**src/rtl/ex_memory_request_queue.sv**
```systemverilog
// Execute-stage memory request queue: lane-aligns load/store requests (byte strobes and
// shifted write data, including left/right partial accesses) and buffers them for the memory port.
module ex_memory_request_queue #(
    parameter int DATA_WIDTH    = 32,
    parameter int DEPTH         = 4,
    parameter int ADDRESS_WIDTH = 32
) (
    input  logic                        clock,
    input  logic                        reset_n,
    input  logic                        request_valid,
    output logic                        request_ready,
    input  logic                        request_write,
    input  logic [1:0]                  request_size,
    input  logic [1:0]                  request_mode,
    input  logic [ADDRESS_WIDTH-1:0]    request_address,
    input  logic [DATA_WIDTH-1:0]       request_data,
    input  logic                        flush,
    output logic                        memory_valid,
    input  logic                        memory_ready,
    output logic                        memory_write,
    output logic [ADDRESS_WIDTH-1:0]    memory_address,
    output logic [DATA_WIDTH/8-1:0]     memory_write_strobe,
    output logic [DATA_WIDTH-1:0]       memory_write_data,
    output logic [$clog2(DEPTH):0]      occupancy,
    output logic                        address_error,
    output logic [ADDRESS_WIDTH-1:0]    address_error_address
);

    localparam int STRB = DATA_WIDTH / 8;
    localparam int OFF  = $clog2(STRB);
    localparam int PW   = $clog2(DEPTH);
    localparam int CW   = PW + 1;

    localparam logic [1:0] MODE_LEFT  = 2'b01;
    localparam logic [1:0] MODE_RIGHT = 2'b10;

    logic [OFF-1:0]           off;
    logic                     mode_normal;
    logic                     low_bits_set;
    logic                     misaligned;
    logic                     accept;
    logic                     enqueue;
    logic                     dequeue;
    logic [STRB-1:0]          base_strb;
    logic [STRB-1:0]          right_strb;
    logic [STRB-1:0]          left_strb;
    logic [STRB-1:0]          new_strb;
    logic [DATA_WIDTH-1:0]    rep_data;
    logic [DATA_WIDTH-1:0]    new_data;
    logic [ADDRESS_WIDTH-1:0] new_address;

    logic [PW-1:0]            rd_ptr;
    logic [PW-1:0]            wr_ptr;
    logic [CW-1:0]            count;

    logic                     entry_write   [DEPTH];
    logic [ADDRESS_WIDTH-1:0] entry_address [DEPTH];
    logic [STRB-1:0]          entry_strb    [DEPTH];
    logic [DATA_WIDTH-1:0]    entry_data    [DEPTH];

    assign off         = request_address[OFF-1:0];
    assign mode_normal = (request_mode != MODE_LEFT) && (request_mode != MODE_RIGHT);

    always_comb begin
        low_bits_set = 1'b0;
        base_strb    = '1;
        rep_data     = request_data;
        case (request_size)
            2'd0: begin
                low_bits_set = 1'b0;
                base_strb    = {{(STRB-1){1'b0}}, 1'b1};
                rep_data     = {STRB{request_data[7:0]}};
            end
            2'd1: begin
                low_bits_set = request_address[0];
                base_strb    = {{(STRB-2){1'b0}}, 2'b11};
                rep_data     = {(STRB/2){request_data[15:0]}};
            end
            2'd2: begin
                low_bits_set = |request_address[1:0];
                base_strb    = {{(STRB-4){1'b0}}, 4'hF};
                rep_data     = {(STRB/4){request_data[31:0]}};
            end
            default: begin
                low_bits_set = |request_address[2:0];
                base_strb    = '1;
                rep_data     = request_data;
            end
        endcase
    end

    // A dword request can never be served by a 32-bit port, whatever the mode.
    assign misaligned = (mode_normal && low_bits_set) ||
                        ((request_size == 2'd3) && (DATA_WIDTH == 32));

    // Right covers lanes off..top; left covers lanes 0..off, i.e. the complement of right shifted by one.
    assign right_strb = {STRB{1'b1}} << off;
    assign left_strb  = ~{right_strb[STRB-2:0], 1'b0};

    // STRB is a power of two, so STRB-1-off is just the bitwise inverse of off.
    always_comb begin
        new_strb = base_strb << off;
        new_data = rep_data;
        if (request_mode == MODE_LEFT) begin
            new_strb = left_strb;
            new_data = request_data >> {~off, 3'b000};
        end else if (request_mode == MODE_RIGHT) begin
            new_strb = right_strb;
            new_data = request_data << {off, 3'b000};
        end
    end

    assign new_address = {request_address[ADDRESS_WIDTH-1:OFF], {OFF{1'b0}}};

    assign request_ready = (count < CW'(DEPTH));
    assign accept        = request_valid && request_ready && !flush;
    assign enqueue       = accept && !misaligned;
    assign memory_valid  = (count != '0);
    assign dequeue       = memory_valid && memory_ready;
    assign occupancy     = count;

    assign memory_write        = entry_write[rd_ptr];
    assign memory_address      = entry_address[rd_ptr];
    assign memory_write_strobe = entry_strb[rd_ptr];
    assign memory_write_data   = entry_data[rd_ptr];

    always_ff @(posedge clock or negedge reset_n) begin
        if (!reset_n) begin
            rd_ptr                <= '0;
            wr_ptr                <= '0;
            count                 <= '0;
            address_error         <= 1'b0;
            address_error_address <= '0;
        end else if (flush) begin
            rd_ptr        <= '0;
            wr_ptr        <= '0;
            count         <= '0;
            address_error <= 1'b0;
        end else begin
            address_error <= accept && misaligned;
            if (accept && misaligned) begin
                address_error_address <= request_address;
            end
            if (enqueue) begin
                wr_ptr <= wr_ptr + PW'(1);
            end
            if (dequeue) begin
                rd_ptr <= rd_ptr + PW'(1);
            end
            case ({enqueue, dequeue})
                2'b10:   count <= count + CW'(1);
                2'b01:   count <= count - CW'(1);
                default: count <= count;
            endcase
        end
    end

    // Payload storage carries no reset; validity is tracked entirely by the pointers and count.
    always_ff @(posedge clock) begin
        if (enqueue) begin
            entry_write[wr_ptr]   <= request_write;
            entry_address[wr_ptr] <= new_address;
            entry_strb[wr_ptr]    <= new_strb;
            entry_data[wr_ptr]    <= new_data;
        end
    end

endmodule

```
**config.mk**
```make
export PLATFORM = sky130hd
export DESIGN_NAME = ex_memory_request_queue
export DESIGN_NICKNAME = d
export VERILOG_FILES = /design/src/rtl/ex_memory_request_queue.sv
export SDC_FILE = /design/constraint.sdc
export NUM_CORES = 1
export LEC_CHECK = 0
export ABC_AREA = 0
export BUFFER_PORTS_ARGS = -buffer_cell sky130_fd_sc_hd__buf_2
export CORE_MARGIN = 2
export CORE_UTILIZATION = 30
export DETAILED_ROUTE_END_ITERATION = 8
export PLACE_DENSITY = 0.57
export SETUP_SLACK_MARGIN = 0.15
export SKIP_LAST_GASP = 1
export SLEW_MARGIN = 20
export SYNTH_ARGS = -nofsm -noshare
export SYNTH_HDL_FRONTEND = slang
export SYNTH_SLANG_ARGS = --single-unit
export TNS_END_PERCENT = 20
```
**constraint.sdc**
```tcl
create_clock -name clock -period 5.2 [get_ports clock]
set_input_delay 0.52 -clock clock [delete_from_list [all_inputs] [get_ports clock]]
set_output_delay 0.52 -clock clock [all_outputs]
set_load 0.005 [all_outputs]
```
==> results of run 1 <==
worst paths after layout:
| check | from | to | slack, ns | depth (start not counted) |
|---|---|---|---|---|
| worst min-delay path | reset_n | address_error_address[9]$_DFFE_PN0P_ | 0.1 | 2 |
| worst max register to register | occupancy[2]$_DFFE_PN0P_ | entry_data[0][28]$_DFFE_PP_ | 2.25 | 3 |
| worst max-delay path | rd_ptr[0]$_DFFE_PN0P_ | memory_write_data[21] | 1.91 | 3 |
| max in group asynchronous | reset_n | rd_ptr[0]$_DFFE_PN0P_ | 4.61 | 2 |
| min in group clock | request_write | entry_write[2]$_DFFE_PP_ | 0.23 | 1 |
| worst min register to register | address_error_address[4]$_DFFE_PN0P_ | address_error_address[4]$_DFFE_PN0P_ | 0.50 | 1 |
cell usage after synthesis (2+ instances only):
cell type / instances
o22a_1: 9
buf_1: 6
buf_6: 2
a21oi_1: 20
inv_1: 8
ha_1: 6
mux4_2: 67
nand2_1: 31
a221oi_1: 8
and2_1: 4
a222oi_1: 8
dfrtp_1: 40
buf_4: 2
edfxtp_1: 268
o31ai_1: 2
nor2_1: 17
mux2i_1: 40
clkbuf_1: 21
mux2_2: 19
o22ai_1: 9
o21ai_0: 19
a21o_1: 3
buf_2: 13
mux2_4: 29
nor3_1: 3
o221ai_1: 8
nor2b_1: 3
buf_12: 3
per-stage QoR:
| step | cells | hold WS (ns) | util [%] | cell area [sq um] |
|---|---|---|---|---|
| after global routing | 1476 | 0.147 | 36.3 | 15600 |
| after detailed placement | 1411 | 0.488 | 33.6 | 14400 |
| after floorplan | 690 | 0.224 | - | 13000 |
| final | 1476 | 0.0989 | 36.3 | 15600 |
| after global placement | 1411 | 0.492 | 33.6 | 14400 |
| after CTS | 1475 | 0.113 | 36.2 | 15500 |
logic make-up (layout without fill, tap and decap cells):
kind of cell               count (synthesis)  in the layout
AOI/OAI and AO/OA                         93             93
xor gates and xnor gates                   3              3
adders and majority gates                  7              7
buffers and inverters                     55            256
DFF                                      308            308
muxes                                    155            155
other                                      1              2
and+or+nand+nor                           67             67
critical path: stages (launching register included):
cell and delay, ns:
dfrtp_4 0.97, buf_4 0.45, mux4_2 0.62, buf_2 0.16
registers in the layout, indices dropped and copies added (netlist names):
signal	flops
entry_data	128
entry_address	120
address_error_address	32
entry_strb	16
entry_write	4
occupancy	3
rd_ptr	2
wr_ptr	2
address_error	1
area by class of cell:
type	count	share of cell area, %
multi-input cells	327	23.6
repair buffers	184	6.10
clock inverters	15	0.909
clock buffers	49	6.30
well taps	585	4.70
flip-flops and latches	308	58.2
inverters	8	0.193
power groups by stage:
stage	logic [W]	clock network (W)	registers [W]
after detailed placement	0.00134	0	0.00314
after global placement	0.00133	0	0.00314
after floorplan	0.000864	0	0.00303
after global routing	0.00142	0.00256	0.00312
after CTS	0.00134	0.00246	0.00309
final	0.00130	0.00238	0.00308
routing by layer:
metal / track usage (%) / vias to the layer above
li1: - / 3158
met1: 18.6 / 3598
met2: 21.1 / 282
met3: 3.12 / 35
met4: 3.45 / 0
met5: 0 / -
==> results.txt, run 1 <==
For the pin with the worst max-slew slack, the measured transition is between 1 and 1.5 ns. The power share of the clock group is 35.3%. The final count of hold timing violations came out at 0. The overall overflow remaining after global route is 0. The internal power is around 0.0051 W. For the worst setup path, the data arrival time is 2.77 ns. The smallest clock period supported by the final layout is computed as 3.29 ns. The horizontal extent of the die is 212 um. The reported leakage power came out at 5.53 nW. Dividing the detail-routed via count by the number of cells gives about 4.8. The run finished with clean final reports. The worst setup path is of the reg -> out kind. The highest layer touched by signal routing is met4.

The maximum clock frequency is roughly 300 MHz. The height of the die came out at roughly 210 um. The relative contribution of combinational cells to total power came out at 19.2%.

The most used flip-flop cell after synthesis is edfxtp_1. The filler cells instantiated in the layout total a little over 4k. The final total negative setup slack came out at 0 ns. The number of setup buffers added after CTS is 0. The number of input and output port buffers inserted is between 150 and 200. The overall routed net length came out at 30,200 um.

The synthesized netlist devotes 5.02% of its cell area to compound gates. The CTS tree is done. By area, the combinational part of the netlist is dominated by multiplexers. The register bit total from synthesis came out at 308. After Yosys synthesis, full adders, half adders and majority gates account for less than 1% of the synthesized area. The wire length per cell is ~20 um.

The headroom to the max-slew limit came out at between 20 and 30%. The count of TritonRoute iterations in the first routing pass is 5. The number of vias in the routed layout is ~7k.

The detailed route wirelength on metal3 is approximately 2300 um. The final cycle utilization of the critical path came out at ~63%. The number of hold buffers added after CTS was 0.

In this run the remaining antenna-violating nets after routing total 0. On the final layout, the worst clock skew is between 0.015 and 0.02 ns. The post-route netlist has about 40% of its cells at a drive strength greater than 1.

The mux cell area share after synthesis came out at 19.7%. The register share of total power came out at a little under half. The H-tree depth reported by CTS came out at 2.

The HPWL after detailed placement came out at about 19,000 um. The layout overhead on the synthesized area came out at 19.7%. Clock tree synthesis inserted a total of 36 buffers. The number of endpoints failing setup at the final stage came out at 0. The netlist area before placement came out at roughly 13,000 sq um. The total area of multi-input combinational cells is between 3000 and 4000 sq um. The post-cts resize count came out at 0. Global routing consumed, over all layers together, about an eighth of the routing resources. Along the worst path, the maximum fanout reaches 41.

The final net count is between 900 and 1k. The number of slew-limit violations in the final report came to 0. The post-synthesis cell type count came out at roughly 50.

The mean instance size in the synthesized netlist is 18.9 sq um. The met2 wire length is 14,300 um. The cell sitting at the root of the clock tree is a clkbuf_16. The sink count of the clock tree is between 300 and 400. The longest clock path from root to sink contains 3 buffers.

The total area of sequential cells is approximately 9100 sq um. The remaining routing DRC violations is 0. STA classifies the critical path endpoint as an output pin.

The path category of the worst min-delay check is in -> async. The detailed router put a total of around 13,000 um of wire on met1. The sequential cell area fraction in the yosys report is between 60% and 70%. The maximum VDD drop is between 150 and 200 uV. The share of async-settable or async-resettable flops after synthesis came out at ~13%. The overall die area came out at approximately 45,000 sq um.

The clock latency on the worst-skew pair came out at between 0.5 and 0.6 ns. The worst-case setup slack after placement is 1.79 ns. The net switching power figure came out at roughly 0.0017 W.

The count of flip-flops with a built-in enable after synthesis came out at about 270. Setup repair after global routing left no endpoint under its margin. The starting density of the core came out at a little under a third. The detailed router finished its first iteration with 540 violations. The worst setup path is launched from a register. The number of antenna repair diodes is 0. The post-synthesis xor/xnor area fraction came out at 0.308%.

The library cell used most frequently in the layout, excluding fill and tap cells, is edfxtp_1. The wire length of the first global-routing pass is 44,700 um. The data required time of the worst path came out at between 4 and 5 ns. The final worst-path setup slack came out at about 1.9 ns. The top cell types in the final layout, fill and taps aside, are edfxtp_1, buf_2, mux4_2. By area the synthesized netlist is led by edfxtp_1, mux4_2, dfrtp_1. After floorplanning, the core was sized to cover 42,900 sq um.

The number of synthesis warnings is 0. Entering global routing, the biggest net connects between 60 and 70 pins. The standard-cell row count came out at 76.

The number of max-capacitance violations reported is 0. The via count of the first global-routing pass came to between 7k and 8k. The number of top-level pins is 181. Summing internal, switching and leakage power gives 0.00676 W. The synthesized netlist devotes under 10% of its cell area to simple gates. The number of antenna violations at the first check in global routing is 0.

The weighted congestion at the end of routability-driven global placement is just under 0.9. Of all cell types, the one taking the most synthesized area is edfxtp_1. The clock-pin transition on the worst setup and hold timing paths is 0.06 ns.

In this run switching power makes up 25.3% of total power. The total power divided by cell area is approximately 430 nW/um^2. The area share of the largest cell type after synthesis came out at roughly three fifths.

The cell count after synthesis came out at 689.
Note: power is estimated with default switching activity, not from simulation.
==> run 2: changes to the inputs <==
- PLACE_DENSITY: 0.57 -> 0.59
- clock period: 5.2 -> 2.93 ns (I/O delays scaled with it)
==> run 2 against run 1 <==
Compared with the run above:
- die area did not move
- worst hold slack got worse by 0.069 ns
- final area rose by 2.6%
- clock-buffer cell count fell by 3
- clock skew fell by 0.0079 ns
- critical path type unchanged
- critical endpoint is now memory_address[23]
- largest power group unchanged
- highest routed layer unchanged
==> results.txt, run 2 (synthesis results as in run 1) <==
The run finished with clean final reports. The final net count was 977 (+3.3%). The area of placed instances was 14,800 sq um (+2.5%). The highest-delay cell along the critical path is dfrtp_4. The worst hold margin came out at 0.0301 ns (-0.0688 ns). The switching fraction of total power came out at 25.2% (-0.11 points). The register share of total power came out at 44.1% (-1.4 points). The critical path data arrival time came out at 2.28 ns (-0.49 ns). The H-tree depth reported by CTS was 2 (unchanged). The data required time of the worst path came out at 2.64 ns (-2.04 ns). In the layout the commonest cells are edfxtp_1, buf_2, mux4_2.

Walking the worst path, the cells encountered are buf_12 -> mux4_2 -> buf_2. The detail-routed via count per cell is 4.89 (+2.1%). The residual antenna-violating net count after detailed routing is 0 (unchanged).

The number of setup buffers added after CTS came out at 0 (unchanged). The height of the die came to 212 um (unchanged). The maximum fanout count along the critical path came out at 26 (-37%).

The number of antenna violations at the first check in global routing was 0 (unchanged). The HPWL after detailed placement came out at 21,300 um (+13%). The weighted congestion at the end of routability-driven global placement is 0.875 (+0.76%). The final cell area excluding filler cells came out at 16,000 sq um (+2.6%). The number of buffer and inverter stages on the critical path came out at 2 (unchanged). Leaving out fill and tap cells, the most frequent cell in the layout is edfxtp_1.

The reported leakage power came out at 5.74 nW (+3.9%). The initial DRC count was 609 (+13%). The number of max-capacitance violations reported came to 0 (unchanged). The clock-pin transition on the worst setup and hold timing paths came out at 0.06 ns (about the same). For this run, the top clock speed supported by timing is 389 MHz.

The cell sitting at the root of the clock tree is a clkbuf_16. The layout overhead on the synthesized area is 22.8%. The number of input and output port buffers inserted came out at 178 (unchanged).

The number of top-level pins came out at 181 (unchanged). Setup repair after global routing left no endpoint under its margin. The starting density of the core is 30.3% (unchanged). The met3 global-route usage came out at 2.57% (-0.55 points). The remaining routing DRC violations is 0 (unchanged). On the critical path the largest part of the delay comes from flip-flops. The met1 capacity usage during global routing is 20.4% (+1.8 points). The horizontal extent of the die came out at 212 um (unchanged). The standard-cell row count is 76 (unchanged). The count of TritonRoute iterations in the first routing pass came out at 8 (+3).

The number of slew-limit violations in the final report came to 0 (unchanged). The via count of the first global-routing pass was 7,346 (+4.3%). The largest stage delay on the critical path is 0.73 ns (-0.24 ns). The number of vias in the routed layout came out at 7,375 (+4.3%). The core region area came out at 42,900 sq um (unchanged).

The pin count of the biggest net entering global routing came out at 44 (-36%). The final worst-path setup slack is 0.357 ns (-1.56 ns). The final core utilization is 37.2% (+0.93 points). The overall die area is 45,000 sq um (unchanged).

The CTS tree is done. The wire length of the first global-routing pass is 46,900 um (+4.8%). The final critical-path required period is ~2.6 ns. The global routing stage identified its most utilized layer as met2. The worst-case setup slack after placement came out at 0.484 ns (-1.30 ns). The relative contribution of combinational cells to total power is 20.7% (+1.5 points). After layout, the worst path uses between 80 and 90% of the clock period. The global routing met2 resource utilization is 21.6% (+0.52 points). The TritonCTS buffer count is 35 (-2.8%).

The classification of the worst setup path is reg -> out. The overall routed net length came out at 31,600 um (+4.5%). The worst-margin pin slew is 0.883 ns (-0.186 ns). The maximum clock path buffer count came to 3 (unchanged).

The internal power is 0.00915 W (+81%). The flip-flop count of the largest register after layout is 128 (unchanged). Counting flops per register, the top entry is entry_data.

The total power divided by cell area was 766 nW/um^2 (+76%). The overall overflow remaining after global route came out at 0 (unchanged). The share of post-route cells with drive strength above 1 came out at 42.4% (+1.9 points). The post-cts resize count came to 0 (unchanged). The wire length per cell came to 20.9 um (+2.3%). The path class of the tightest hold or removal check is in -> reg.

The power share of the clock group came out at 35.2% (about the same). The maximum VDD drop came out at 360 uV (+110%). The final count of hold timing violations came out at 0 (unchanged). The number of antenna repair diodes came out at 0 (unchanged). The clock latency on the worst-skew pair came out at 0.51 ns (about the same). In the final layout, the registers with the most flip-flops are entry_data x128, entry_address x120, address_error_address x32. STA classifies the critical path startpoint as a register. The net switching power figure came out at 0.00308 W (+80%). The number of endpoints failing setup at the final stage is 0 (unchanged). The sink count of the clock tree came out at 308 (unchanged). The headroom to the max-slew limit came out at 41.1% (+12 points). The overall fraction of global-route tracks in use is 14.0% (+0.62 points). STA classifies the critical path endpoint as an output pin.

The worst clock skew is 0.0102 ns (-0.00787 ns).
run 2: changes by cell type in the layout (fill, tap and decap cells not counted), moves of 2 or more:
cell / before / now
buf_4: 5 / 24
clkinvlp_4: 4 / 2
clkbuf_1: 11 / 7
clkinv_1: 3 / 5
buf_12: 1 / 11
inv_6: 0 / 2
dlygate4sd3_1: 0 / 3
run 2: layer usage:
metal	part of all wire (%)	wire [um]
met5	0	0
met4	1.5	465
met3	6.7	2100
met2	46	14400
met1	46	14600
run 2: path summary, 6_finish.rpt:
check | start | endpoint | slack [ns] | depth (start not counted)
max | rd_ptr[0]$_DFFE_PN0P_ | memory_address[23] | 0.36 | 3
min | request_address[19] | entry_address[3][17]$_DFFE_PP_ | 0.03 | 1
max reg2reg | occupancy[2]$_DFFE_PN0P_ | entry_address[2][7]$_DFFE_PP_ | 0.66 | 5
min reg2reg | address_error_address[4]$_DFFE_PN0P_ | address_error_address[4]$_DFFE_PN0P_ | 0.50 | 1
max in group asynchronous | reset_n | rd_ptr[0]$_DFFE_PN0P_ | 1.83 | 2
min in group asynchronous | reset_n | address_error_address[10]$_DFFE_PN0P_ | 0.44 | 2
run 2: timing repair:
item | in CTS | in global routing
endpoints found under the hold margin | 41 | 0
hold buffers | 3 | 0
setup endpoints to repair | 0 | 0
run 2: layout make-up:
cell class                      instances  area (sq um)
Tap cell                              585           732
Fill cell                            4005         26900
Sequential cell                       308          9060
Timing Repair Buffer                  216          1320
Clock inverter                         17           170
Clock buffer                           46           980
Inverter                                8          30.0
Multi-Input combinational cell        327          3670
run 2: power groups by stage:
stage / combinational (W) / clock (W) / sequential [W]
floorplan: 0.00153 / 0 / 0.00538
global placement: 0.00257 / 0 / 0.00548
detailed placement: 0.00258 / 0 / 0.00549
CTS: 0.00260 / 0.00444 / 0.00540
global route: 0.00276 / 0.00461 / 0.00544
finish: 0.00253 / 0.00431 / 0.00539
run 2: stage by stage:
stage / total power, W / std cells / setup TNS [ns]
CTS: 0.0124 / 1507 / 0
global route: 0.0128 / 1507 / 0
detailed placement: 0.00807 / 1441 / 0
floorplan: 0.00691 / 690 / -54.11
finish: 0.0122 / 1507 / 0
global placement: 0.00805 / 1441 / 0
==> run 3: changes to the inputs <==
- GPL_ROUTABILITY_DRIVEN: default -> 0
- clock period: 2.93 -> 2.28 ns (I/O delays scaled with it)
==> run 3 against run 2 <==
Compared with the run above:
- first-iteration DRC count is 0.66% higher
- global-route usage is 0.38 points higher
- final cell count rose by 3.6%
- critical path type unchanged
- critical endpoint is now memory_address[19]
==> results.txt, run 3 (synthesis results as in run 1) <==
The reported leakage power was 6.05 nW (+5.3%). The flow ran to the end, and the final reports show no timing, DRC or antenna violations. The final cycle utilization of the critical path came out at 98.2%.

The worst path needs 2.24 ns of the cycle, external delays included. The area of placed instances came out at 15,000 sq um (+1.8%). The clock-pin transition on the worst setup and hold timing paths was 0.06 ns (about the same). The flip-flop count of the largest register after layout is 128 (unchanged).

The number of max-capacitance violations reported came to 0 (unchanged). The worst clock skew is 0.0217 ns (+0.0114 ns). The register-to-register setup slack is 0.31 ns (-0.35 ns).

Leaving out fill and tap cells, the most frequent cell in the layout is edfxtp_1. The critical path is of the reg -> out type. The number of input and output port buffers inserted came out at 178 (unchanged). The number of slew-limit violations in the final report came out at 0 (unchanged). The count of TritonRoute iterations in the first routing pass is 6 (-2). The detail-routed via count per cell came to 4.75 (-3.0%).

The final total negative setup slack is 0 ns (unchanged). The final net count is 1,031 (+5.5%). The worst-margin pin slew came out at 0.867 ns (-0.0166 ns). The worst setup path is launched from a register. The initial DRC count is 613 (+0.66%). The overall die area came out at 45,000 sq um (unchanged). The standard-cell row count came out at 76 (unchanged).

The number of antenna violations at the first check in global routing came out at 1 (+1). The largest registers in the layout are entry_data x128, entry_address x120, address_error_address x32. The slowest stage of the critical path belongs to the cell dfrtp_4. The wire length per cell came out at 20.7 um (-1.3%). The remaining routing DRC violations is 0 (unchanged). The layout overhead on the synthesized area came out at 28.2%. The wire length of the first global-routing pass came out at 47,900 um (+2.2%).

The share of post-route cells with drive strength above 1 came out at 43.0% (+0.58 points). The overall routed net length is 32,300 um (+2.3%). The height of the die came out at 212 um (unchanged).

The number of endpoints failing setup at the final stage is 0 (unchanged). The pin count of the biggest net entering global routing is 38 (-14%). The maximum VDD drop is 471 uV (+31%). The overall overflow remaining after global route is 0 (unchanged). The final total power came out at 0.0160 W (+31%).

The final count of hold timing violations is 0 (unchanged). The clock latency on the worst-skew pair is 0.52 ns (about the same). The horizontal extent of the die came out at 212 um (unchanged). On the critical path the largest part of the delay comes from flip-flops. Setup repair after global routing could not meet its margin everywhere. The total area of multi-input combinational cells came out at 3680 sq um (+0.27%). The HPWL after detailed placement is 21,700 um (+1.9%).

The final instance count without filler cells came out at 1,562 (+3.6%). The data required time of the worst path came out at 2.05 ns (-0.59 ns). The number of top-level pins came out at 181 (unchanged).

Walking the worst path, the cells encountered are buf_12 -> buf_16 -> mux4_2 -> buf_2. The largest stage delay on the critical path was 0.53 ns (-0.20 ns). The sink count of the clock tree is 308 (unchanged). The headroom to the max-slew limit came out at 42.2% (+1.1 points).

The placed cell count came out at 1,460 (+1.3%). The library cells used most frequently in the layout, excluding fill and tap cells, are edfxtp_1, buf_2, mux4_2. The maximum clock path buffer count is 3 (unchanged). The TritonCTS buffer count is 35 (unchanged). The number of vias in the routed layout came out at 7,417 (+0.57%). The number of buffer and inverter stages on the critical path came out at 3 (+1). The starting density of the core is 30.3% (unchanged).

The path category of the worst min-delay check is in -> reg. The residual antenna-violating net count after detailed routing came out at 0 (unchanged). The count of filler cells inserted in the layout is 3,982 (-0.57%). The final cell area excluding filler cells is 16,700 sq um (+4.4%). The core region area is 42,900 sq um (unchanged).

The tree is rooted in a clkbuf_16. The maximum clock frequency came out at ~450 MHz. STA classifies the critical path endpoint as an output pin.

TritonCTS built the clock tree. The number of antenna repair diodes came out at 0 (unchanged). The maximum fanout count along the critical path came out at 8 (-69%). The total power divided by cell area was 963 nW/um^2 (+26%).

Counting flops per register, the top entry is entry_data. The overall fraction of global-route tracks in use is 14.4% (+0.38 points). The critical path data arrival time was 2.01 ns (-0.27 ns). The via count of the first global-routing pass came to 7,416 (+0.95%). The H-tree depth reported by CTS is 2 (unchanged). The total area of sequential cells is 9060 sq um (unchanged).
## run 3: cell count changes in the layout (fill, tap and decap cells not counted), sizes merged
| cell | delta |
|---|---|
| bufinv | -1 |
| clkinv | +1 |
| inv | +3 |
| dlygate4sd3 | +28 |
| buf | +26 |
| clkbuf | -2 |
## run 3: worst reg2reg max path: cells and delay by family, from the launching register on
kind | cells | cell delay (ns)
DFF | 1 | 0.37
AOI/OAI and AO/OA | 1 | 0.17
buffers and inverters | 2 | 0.42
and+or+nand+nor | 2 | 0.69
## run 3: cell type report
| cell class | count | area share, % |
|---|---|---|
| clock buffer | 44 | 5.58 |
| clock inverter | 20 | 1.08 |
| inverter | 8 | 0.180 |
| multi-input combinational | 327 | 22.1 |
| sequential | 308 | 54.3 |
| tap | 585 | 4.39 |
| timing repair buffer | 270 | 12.4 |
## run 3: through the flow
stage	setup WS (ns)	hold slack, ns	utilization (%)
floorplan	0.0947	-0.0676	-
global placement	0.0412	0.395	35.1
detailed placement	0.0607	0.391	35.1
CTS	0.0127	0.00396	38.9
global route	-0.0213	0.00868	38.9
finish	0.0401	0.0110	38.9
## run 3: path summary, 6_finish.rpt
path | from | end | cells after the start
max | rd_ptr[0]$_DFFE_PN0P_ | memory_address[19] | 4
min | request_address[30] | entry_address[3][28]$_DFFE_PP_ | 1
max reg2reg | occupancy[2]$_DFFE_PN0P_ | entry_address[3][15]$_DFFE_PP_ | 5
min reg2reg | address_error_address[5]$_DFFE_PN0P_ | address_error_address[5]$_DFFE_PN0P_ | 1
max in group asynchronous | reset_n | rd_ptr[0]$_DFFE_PN0P_ | 2
min in group asynchronous | reset_n | address_error_address[4]$_DFFE_PN0P_ | 2
## run 3: where the power goes
part	total, W	switching (W)	internal (W)	leakage (nW)
registers	0.00681	0.000199	0.00661	2.91
clock network	0.00535	0.00219	0.00316	0.539
logic	0.00389	0.00173	0.00216	2.60
## run 3: per-layer routing
metal / GRT usage [%] / vias to the layer above / wire (um) / part of all wire (%)
met5: 0 / - / 11 / 0.034
met4: 3.11 / 2 / 470 / 1.5
met3: 3.00 / 41 / 2250 / 7.0
met2: 23.2 / 294 / 15500 / 48
met1: 20.0 / 3735 / 14100 / 44
li1: - / 3345 / - / -
## run 3: timing repair
action,in CTS,in global routing
endpoints found under the setup margin,67,68
buffers inserted,3,0
hold endpoints to repair,156,0
gates resized for setup,11,1
gates cloned,4,0
hold buffers,31,0
